## config.mk

```make
export PLATFORM = sky130hd
export DESIGN_NAME = adder_16
export DESIGN_NICKNAME = d
export VERILOG_FILES = /design/src/rtl/adder_16.sv
export SDC_FILE = /design/constraint.sdc
export NUM_CORES = 1
export LEC_CHECK = 0
export ABC_AREA = 1
export ABC_CLOCK_PERIOD_IN_PS = 1200
export CORE_MARGIN = 5
export CORE_UTILIZATION = 46
export CTS_CLUSTER_DIAMETER = 60
export CTS_CLUSTER_SIZE = 12
export DETAILED_ROUTE_END_ITERATION = 8
export PLACE_DENSITY = 0.85
export SLEW_MARGIN = 20
export SYNTH_ARGS = -nofsm -noshare
export SYNTH_HDL_FRONTEND = slang
export SYNTH_SLANG_ARGS = --single-unit
```

## constraint.sdc

```tcl
create_clock -name clk -period 1.2 [get_ports clk]
set_input_delay 0.18 -clock clk [delete_from_list [all_inputs] [get_ports clk]]
set_output_delay 0.18 -clock clk [all_outputs]
set_load 0.02 [all_outputs]
```

## src/rtl/adder_16.sv

```systemverilog
// adder_16: registered 16-bit adder built from four 4-bit carry-lookahead
// groups joined by a second-level lookahead unit. One cycle of latency.
// Optional status flags (cout, ovf) are compiled in when ADDER_16_FLAGS_EN
// is defined; without it the block has no flag ports.
module adder_16 #(
    parameter logic [15:0] RESET_VALUE = 16'h0000
) (
    input  logic        clk,
    input  logic        rst_n,
    output logic [15:0] out,
    input  logic [15:0] a,
    input  logic [15:0] b,
    input  logic        in_valid,
    output logic        out_valid
`ifdef ADDER_16_FLAGS_EN
    ,
    output logic        cout,
    output logic        ovf
`endif
);

    logic [15:0] g;
    logic [15:0] p;
    logic [15:0] c;
    logic [3:0]  gg;
    logic [3:0]  gp;
    logic [3:0]  gc;
    logic [15:0] sum;

    assign g = a & b;
    assign p = a ^ b;

    // Per-group generate/propagate and in-group carries from the group carry-in.
    for (genvar k = 0; k < 4; k++) begin : g_grp
        localparam int B = 4 * k;

        assign gg[k] = g[B+3]
                     | (p[B+3] & g[B+2])
                     | (p[B+3] & p[B+2] & g[B+1])
                     | (p[B+3] & p[B+2] & p[B+1] & g[B]);
        assign gp[k] = &p[B +: 4];

        assign c[B]   = gc[k];
        assign c[B+1] = g[B] | (p[B] & gc[k]);
        assign c[B+2] = g[B+1] | (p[B+1] & g[B]) | (p[B+1] & p[B] & gc[k]);
        assign c[B+3] = g[B+2] | (p[B+2] & g[B+1]) | (p[B+2] & p[B+1] & g[B])
                      | (p[B+2] & p[B+1] & p[B] & gc[k]);
    end

    // Second-level lookahead: carry into each group; carry-in to bit 0 is 0.
    assign gc[0] = 1'b0;
    assign gc[1] = gg[0];
    assign gc[2] = gg[1] | (gp[1] & gg[0]);
    assign gc[3] = gg[2] | (gp[2] & gg[1]) | (gp[2] & gp[1] & gg[0]);

    assign sum = p ^ c;

`ifdef ADDER_16_FLAGS_EN
    logic carry_msb;
    logic ovf_nxt;

    assign carry_msb = gg[3] | (gp[3] & gg[2]) | (gp[3] & gp[2] & gg[1])
                     | (gp[3] & gp[2] & gp[1] & gg[0]);
    assign ovf_nxt   = (a[15] == b[15]) && (sum[15] != a[15]);

    // Flags share the capture qualifier and latency of the sum register.
    always_ff @(posedge clk or negedge rst_n) begin
        if (!rst_n) begin
            cout <= 1'b0;
            ovf  <= 1'b0;
        end else if (in_valid) begin
            cout <= carry_msb;
            ovf  <= ovf_nxt;
        end
    end
`else
    // Group-3 G/P only feed the carry out of bit 15, which is dropped here.
    logic unused_msb_gp;
    assign unused_msb_gp = gg[3] ^ gp[3];
`endif

    // Result register: load on in_valid, otherwise hold; valid pulses one cycle.
    always_ff @(posedge clk or negedge rst_n) begin
        if (!rst_n) begin
            out       <= RESET_VALUE;
            out_valid <= 1'b0;
        end else begin
            out_valid <= in_valid;
            if (in_valid) begin
                out <= sum;
            end
        end
    end

endmodule

```

==> results.sh, run 1 <==
export IMPL_cts_tree="yes"
export IMPL_dieArea_um2=3931
export IMPL_port_buffers=51
export IMPL_place_area_um2=2143
export IMPL_cts_root_buffer_cell="clkbuf_4"
export IMPL_syn_nets=221
export IMPL_hold_viol=0
export IMPL_avgSynthCellArea_um2=7.650
export IMPL_p_leak_nw=1.180
export IMPL_switchingPower_mw=0.8535
export IMPL_topRoutingLayerUsed="met4"
export IMPL_wl_met2_mm=2.622
export IMPL_irDropWorstVdd_mv=0.8122
export IMPL_yosysTopAreaCell="dfrtp_1"
export IMPL_cp_required_ns=1.39
export IMPL_gp_congestion=0.8415
export IMPL_grtUsageTotal=0.2043
export IMPL_sw_frac_of_total=0.3960
export IMPL_area_delta_synth_final_pct=75.51
export IMPL_cts_sinks=17
export IMPL_antenna_found_initial=0
export IMPL_whs_ns=0.2066
export IMPL_fin_crit_sh=1.299
export IMPL_clk_transition_reported_paths_ns=0.11
export IMPL_crit_path_end_kind="flip-flop"
export IMPL_dp_slack_ns=-1.025
export IMPL_syn_inst=167
export IMPL_wirelength_mm=4.725
export IMPL_final_common_cell="nand2_1"
export IMPL_met3_length_um=273
export IMPL_synth_area_leaders="dfrtp_1, nand2_1, ha_1"
export IMPL_critPathTopFamily="adder cells"
export IMPL_p_per_area_nw_per_um2=961.2
export IMPL_power_mw=2.155
export IMPL_worstSetupStartpointType="input pin"
export IMPL_p_comb_frac=0.510
export IMPL_start_util=0.4714
export IMPL_intPower_mw=1.302
export IMPL_insertion_delay_ns=0.30
export IMPL_slowest_delay_ns=0.45
export IMPL_worst_pin_slew_ns=0.2314
export IMPL_seqPwrFrac=0.339
export IMPL_core_area_um2=2710
export IMPL_worstSetupPathType="in -> reg"
export IMPL_drive_above_1_share=0.4766
export IMPL_synth_cell_type_count=17
export IMPL_crit_path_top_delay_cell="fa_2"
export IMPL_layout_common_cells="nand2_1, buf_4, dfrtp_1, clkbuf_2, nand2_2"
export IMPL_num_rows=19
export IMPL_fin_nets=311
export IMPL_dpl_hpwl_mm=3.170
export IMPL_vias=1553
export IMPL_final_core_util=0.8273
export IMPL_violations="negative setup slack"
export IMPL_grt_overflow=0
export IMPL_finalMaxSlewViolations=0
export IMPL_wl_per_cell_um=16.46
export IMPL_relSlewSlack=0.8457
export IMPL_period_minus_slack_ns=1.559
export IMPL_yosysSeqAreaShare=0.3330
export IMPL_setup_slack_ns=-0.3589
export IMPL_cts_path_max_buffers=2
export IMPL_grt_pass1_wl_mm=6.492
export IMPL_grt_start_max_net_pins=18
export IMPL_dieWidth_um=62.70
export IMPL_skew_ns=0
export IMPL_synth_seq_cells=17
export IMPL_syn_area_um2=1277
export IMPL_grt_pass1_vias=1589
export IMPL_clock_fmax_mhz=641.5
export IMPL_fillCellCount=144
export IMPL_cts_buffers=3
export IMPL_status="complete, but fails checks"
export IMPL_drtIter0Drc=102
export IMPL_dr_pass1_iters=4
export IMPL_via_per_inst=5.411
export IMPL_ios=52
export IMPL_diodes=0
export IMPL_yosys_warnings=0
export IMPL_rsz0062_at_grt="yes"
export IMPL_wl_met1_mm=1.612
export IMPL_pwr_share_clk=0.151
export IMPL_drtAntennaViolNets=0
export IMPL_worst_hold_path_type="in -> async"
export IMPL_critical_path_arrival_ns=1.75
export IMPL_fin_area_um2=2242
export IMPL_die_y_um=62.70
export IMPL_cp_cell_sequence="clkdlybuf4s15_2, ha_4, nand2_1, inv_2, nand2_4, nor2_4, nand2_4, nand3_4, fa_2, nand2_1, nand2_1"
export IMPL_cpMostUsedCell="nand2_1"
export IMPL_critPathBufInv=2
export IMPL_post_synth_top_area_fraction=0.3330
export IMPL_setup_viol_count_final=12
export IMPL_drv_cap=0
export IMPL_worstPathMaxFanout=3
export IMPL_drc=0
export IMPL_htreeDepth=1
==> layout make-up <==
class	instances	area, um2	area share
Inverter	16	60.06	0.02679
Tap cell	31	38.79	0.01730
Sequential cell	17	425.4	0.1897
Timing Repair Buffer	88	665.6	0.2969
Clock inverter	1	5.005	0.002232
Clock buffer	3	22.52	0.01004
Multi-Input combinational cell	131	1025	0.4570
==> synth_stat cells <==
cell type	n
nand2_2	2
nand4_1	1
or2_0	1
clkbuf_8	1
xnor2_1	6
o21ai_0	7
nor2_1	10
fa_1	4
clkbuf_1	2
nand3_1	14
nand2_1	64
ha_1	15
nand3_2	1
inv_1	16
a21oi_1	5
nand3b_1	1
dfrtp_1	17
==> worst register-to-register path: stages (launching register included) <==
cell,delay [ns]
dfrtp_1,0.40
nand2_1,0.07
o21ai_0,0.10
==> sequential cells by signal, summed over array words and instances (netlist names) <==
| signal | cells |
|---|---|
| out | 16 |
| out_valid | 1 |
==> through the flow <==
step           instances  TNS [ns]
2_1_floorplan        167    -2.100
3_3_place_gp         279    -10.05
3_5_place_dp         279    -11.36
4_1_cts              284    -1.697
5_1_grt              287    -3.224
6_report             287    -2.456
==> final timing paths <==
kind,end,start,cells after the start,slack [ns]
min,out[1],rst_n,2,0.21
max reg2reg,out[3],out[3],2,0.51
min reg2reg,out[15],out[15],2,0.48
max in group asynchronous,out[10],rst_n,2,0.80
max,out[12],b[5],11,-0.36
min in group clk,out[0],a[0],4,0.35
==> routing by layer <==
| metal | track usage | up-vias |
|---|---|---|
| met2 | 0.4067 | 75 |
| li1 | - | 708 |
| met4 | 0.09814 | 0 |
| met5 | 0 | - |
| met1 | 0.1910 | 746 |
| met3 | 0.04317 | 24 |
==> power by group through the flow <==
| stage | clock network (mW) | registers (mW) | logic, mW |
|---|---|---|---|
| 3_3_place_gp | 0 | 0.731 | 0.981 |
| 6_report | 0.326 | 0.731 | 1.10 |
| 5_1_grt | 0.355 | 0.739 | 1.19 |
| 2_1_floorplan | 0 | 0.850 | 0.358 |
| 4_1_cts | 0.338 | 0.726 | 1.03 |
| 3_5_place_dp | 0 | 0.738 | 1.04 |
==> kinds of logic after synthesis <==
logic type	synth area share
AND/OR/NAND/NOR	0.3056
AO/OA/AOI/OAI	0.04701
adder cells (fa/ha/maj)	0.2096
buffers and inverters	0.06366
XOR/XNOR	0.04114
flip-flops	0.3330
==> timing repair <==
| action | 4_1_cts | 5_1_grt |
|---|---|---|
| hold buffers | 0 | 0 |
| pin swaps | 33 | 31 |
| resized for setup | 131 | 47 |
| endpoints found under the setup margin | 32 | 23 |
| buffers inserted | 1 | 3 |
No activity file was read; power rests on OpenSTA's default activity.
==> inputs of run 2 (changes only) <==
--- a/config.mk
+++ b/config.mk
@@ -6,13 +6,14 @@
 export NUM_CORES = 1
 export LEC_CHECK = 0
 export ABC_AREA = 1
-export ABC_CLOCK_PERIOD_IN_PS = 1200
+export ABC_CLOCK_PERIOD_IN_PS = 1300
 export CORE_MARGIN = 5
-export CORE_UTILIZATION = 46
+export CORE_UTILIZATION = 39
 export CTS_CLUSTER_DIAMETER = 60
 export CTS_CLUSTER_SIZE = 12
 export DETAILED_ROUTE_END_ITERATION = 8
-export PLACE_DENSITY = 0.85
+export HOLD_SLACK_MARGIN = 0.02
+export PLACE_DENSITY = 0.77
 export SLEW_MARGIN = 20
 export SYNTH_ARGS = -nofsm -noshare
 export SYNTH_HDL_FRONTEND = slang
==> constraint.sdc (replaced) <==
create_clock -name clk -period 1.3 [get_ports clk]
set_input_delay 0.195 -clock clk [delete_from_list [all_inputs] [get_ports clk]]
set_output_delay 0.195 -clock clk [all_outputs]
set_load 0.02 [all_outputs]
==> results.sh, run 2 (same netlist as run 1, synthesis figures left out) <==
export IMPL_worstPathMaxFanout=3
export IMPL_grt_start_max_net_pins=22
export IMPL_port_buffers=51
export IMPL_htreeDepth=1
export IMPL_cts_buffers=3
export IMPL_die_y_um=67.23
export IMPL_whs_ns=0.2186
export IMPL_grt_overflow=0
export IMPL_crit_path_start="b[3]"
export IMPL_grt_pass1_vias=1375
export IMPL_worstSetupStartpointType="input pin"
export IMPL_dr_pass1_iters=5
export IMPL_violations="negative setup slack"
export IMPL_r2r_end="out[3]"
export IMPL_clk_transition_reported_paths_ns=0.11
export IMPL_wl_per_cell_um=12.22
export IMPL_num_rows=20
export IMPL_irDropWorstVdd_mv=0.3708
export IMPL_cts_sinks=17
export IMPL_drive_above_1_share=0.4348
export IMPL_setup_viol_count_final=8
export IMPL_cts_path_max_buffers=2
export IMPL_grt_pass1_wl_mm=5.906
export IMPL_setup_slack_ns=-0.1611
export IMPL_fin_nets=308
export IMPL_skew_ns=0
export IMPL_hold_viol=0
export IMPL_clock_fmax_mhz=684.4
export IMPL_area_delta_synth_final_pct=77.77
export IMPL_wl_met1_mm=1.461
export IMPL_hold_buffers=0
export IMPL_r2r_cells=2
export IMPL_power_mw=1.929
export IMPL_period_minus_slack_ns=1.461
export IMPL_worst_hold_path_type="in -> async"
export IMPL_met3_length_um=185
export IMPL_drc=0
export IMPL_layout_common_cells="nand2_1, buf_4, buf_2, dlygate4sd2_1, dfrtp_1"
export IMPL_wirelength_mm=3.629
export IMPL_grtUsageTotal=0.1667
export IMPL_status="complete, but fails checks"
export IMPL_cp_required_ns=1.53
export IMPL_rsz0062_at_grt="yes"
export IMPL_gp_congestion=0.8034
export IMPL_drv_cap=0
export IMPL_topRoutingLayerUsed="met4"
export IMPL_slowest_delay_ns=0.54
export IMPL_cts_tree="yes"
export IMPL_antenna_found_initial=0
export IMPL_cp_cell_sequence="buf_6, ha_4, or2_0, nand2_1, nand2_2, nand2_2, nand3_4, fa_2, nand2_1, nand2_1"
export IMPL_cpMostUsedCell="nand2_1"
export IMPL_ios=52
export IMPL_reg_top3="out: 16 flops, out_valid: 1 flops"
export IMPL_critical_path_arrival_ns=1.70
export IMPL_fin_area_um2=2271
export IMPL_fin_crit_sh=1.124
export IMPL_place_area_um2=2110
export IMPL_dieWidth_um=67.23
export IMPL_p_leak_nw=1.180
export IMPL_drtIter0Drc=30
export IMPL_r2r_start="out[3]"
export IMPL_r2r_setup_slack_ns=0.60
export IMPL_top_register="out"
export IMPL_start_util=0.4117
export IMPL_dieArea_um2=4520
export IMPL_via_per_inst=4.657
export IMPL_worst_pin_slew_ns=0.6084
export IMPL_diodes=0
export IMPL_finalMaxSlewViolations=0
export IMPL_wl_met2_mm=1.957
export IMPL_insertion_delay_ns=0.29
export IMPL_crit_path_top_delay_cell="fa_2"
export IMPL_crit_path_end_kind="flip-flop"
export IMPL_worstSetupPathType="in -> reg"
export IMPL_dpl_hpwl_mm=2.568
export IMPL_dp_slack_ns=-0.8967
export IMPL_vias=1383
export IMPL_final_common_cell="nand2_1"
export IMPL_core_area_um2=3103
export IMPL_cts_root_buffer_cell="clkbuf_4"
export IMPL_drtAntennaViolNets=0
export IMPL_crit_end="out[12]"
export IMPL_largest_reg_flops=16
export IMPL_p_per_area_nw_per_um2=849.4
export IMPL_relSlewSlack=0.5940
[run 2: cell count changes in the layout (fill, tap and decap cells not counted), sizes merged, moves of 6 or more]
cell	delta
buf	+6
clkbuf	-16
clkdlybuf4s15	-10
dlygate4sd2	+15
[run 2: critical path, delay by kind of cell]
family	cells	cell delay, ns
and+or+nand+nor	7	0.62
adders and majority gates	2	0.76
buffers and inverters	1	0.10
[run 2: per-layer routing]
metal / vias up / global-route usage
met1: 638 / 0.1897
met5: - / 0
met4: 0 / 0.05823
met3: 2 / 0.01331
li1: 705 / -
met2: 38 / 0.3215
[run 2: power breakdown]
group | switching (mW) | internal (mW) | leakage (nW)
registers | 0.0456 | 0.617 | 0.205
logic | 0.499 | 0.470 | 0.960
clock network | 0.180 | 0.117 | 0.0139
[run 2: layout make-up]
cell class / count / area (um2)
tap: 44 / 55.05
fill: 258 / 832.0
inverter: 16 / 60.06
multi-input combinational: 131 / 1044
sequential: 17 / 425.4
clock inverter: 1 / 7.507
clock buffer: 3 / 22.52
timing repair buffer: 85 / 656.9
[run 2: worst min path at each step]
stage | startpoint | slack (ns) | endpoint | cells after the start
detailed placement | out[0] | 0.46 | out[0] | 2
global route | rst_n | 0.22 | out[1] | 2
finish | rst_n | 0.22 | out[1] | 2
global placement | out[1] | 0.45 | out[1] | 2
CTS | rst_n | 0.22 | out[1] | 2
floorplan | rst_n | -0.10 | out[0] | 0
[run 2: timing repair]
action | 4_1_cts | 5_1_grt
setup buffers | 7 | 3
resized for setup | 129 | 28
pin swaps | 44 | 28
cloned | 0 | 0
setup endpoints to repair | 32 | 12
[run 2: per-stage QoR]
step / util / std cells / TNS [ns]
2_1_floorplan: - / 167 / -1.327
3_3_place_gp: 0.6798 / 288 / -9.158
3_5_place_dp: 0.6798 / 288 / -9.552
4_1_cts: 0.7044 / 297 / -0.7607
5_1_grt: 0.7319 / 297 / -1.426
6_report: 0.7319 / 297 / -0.7571
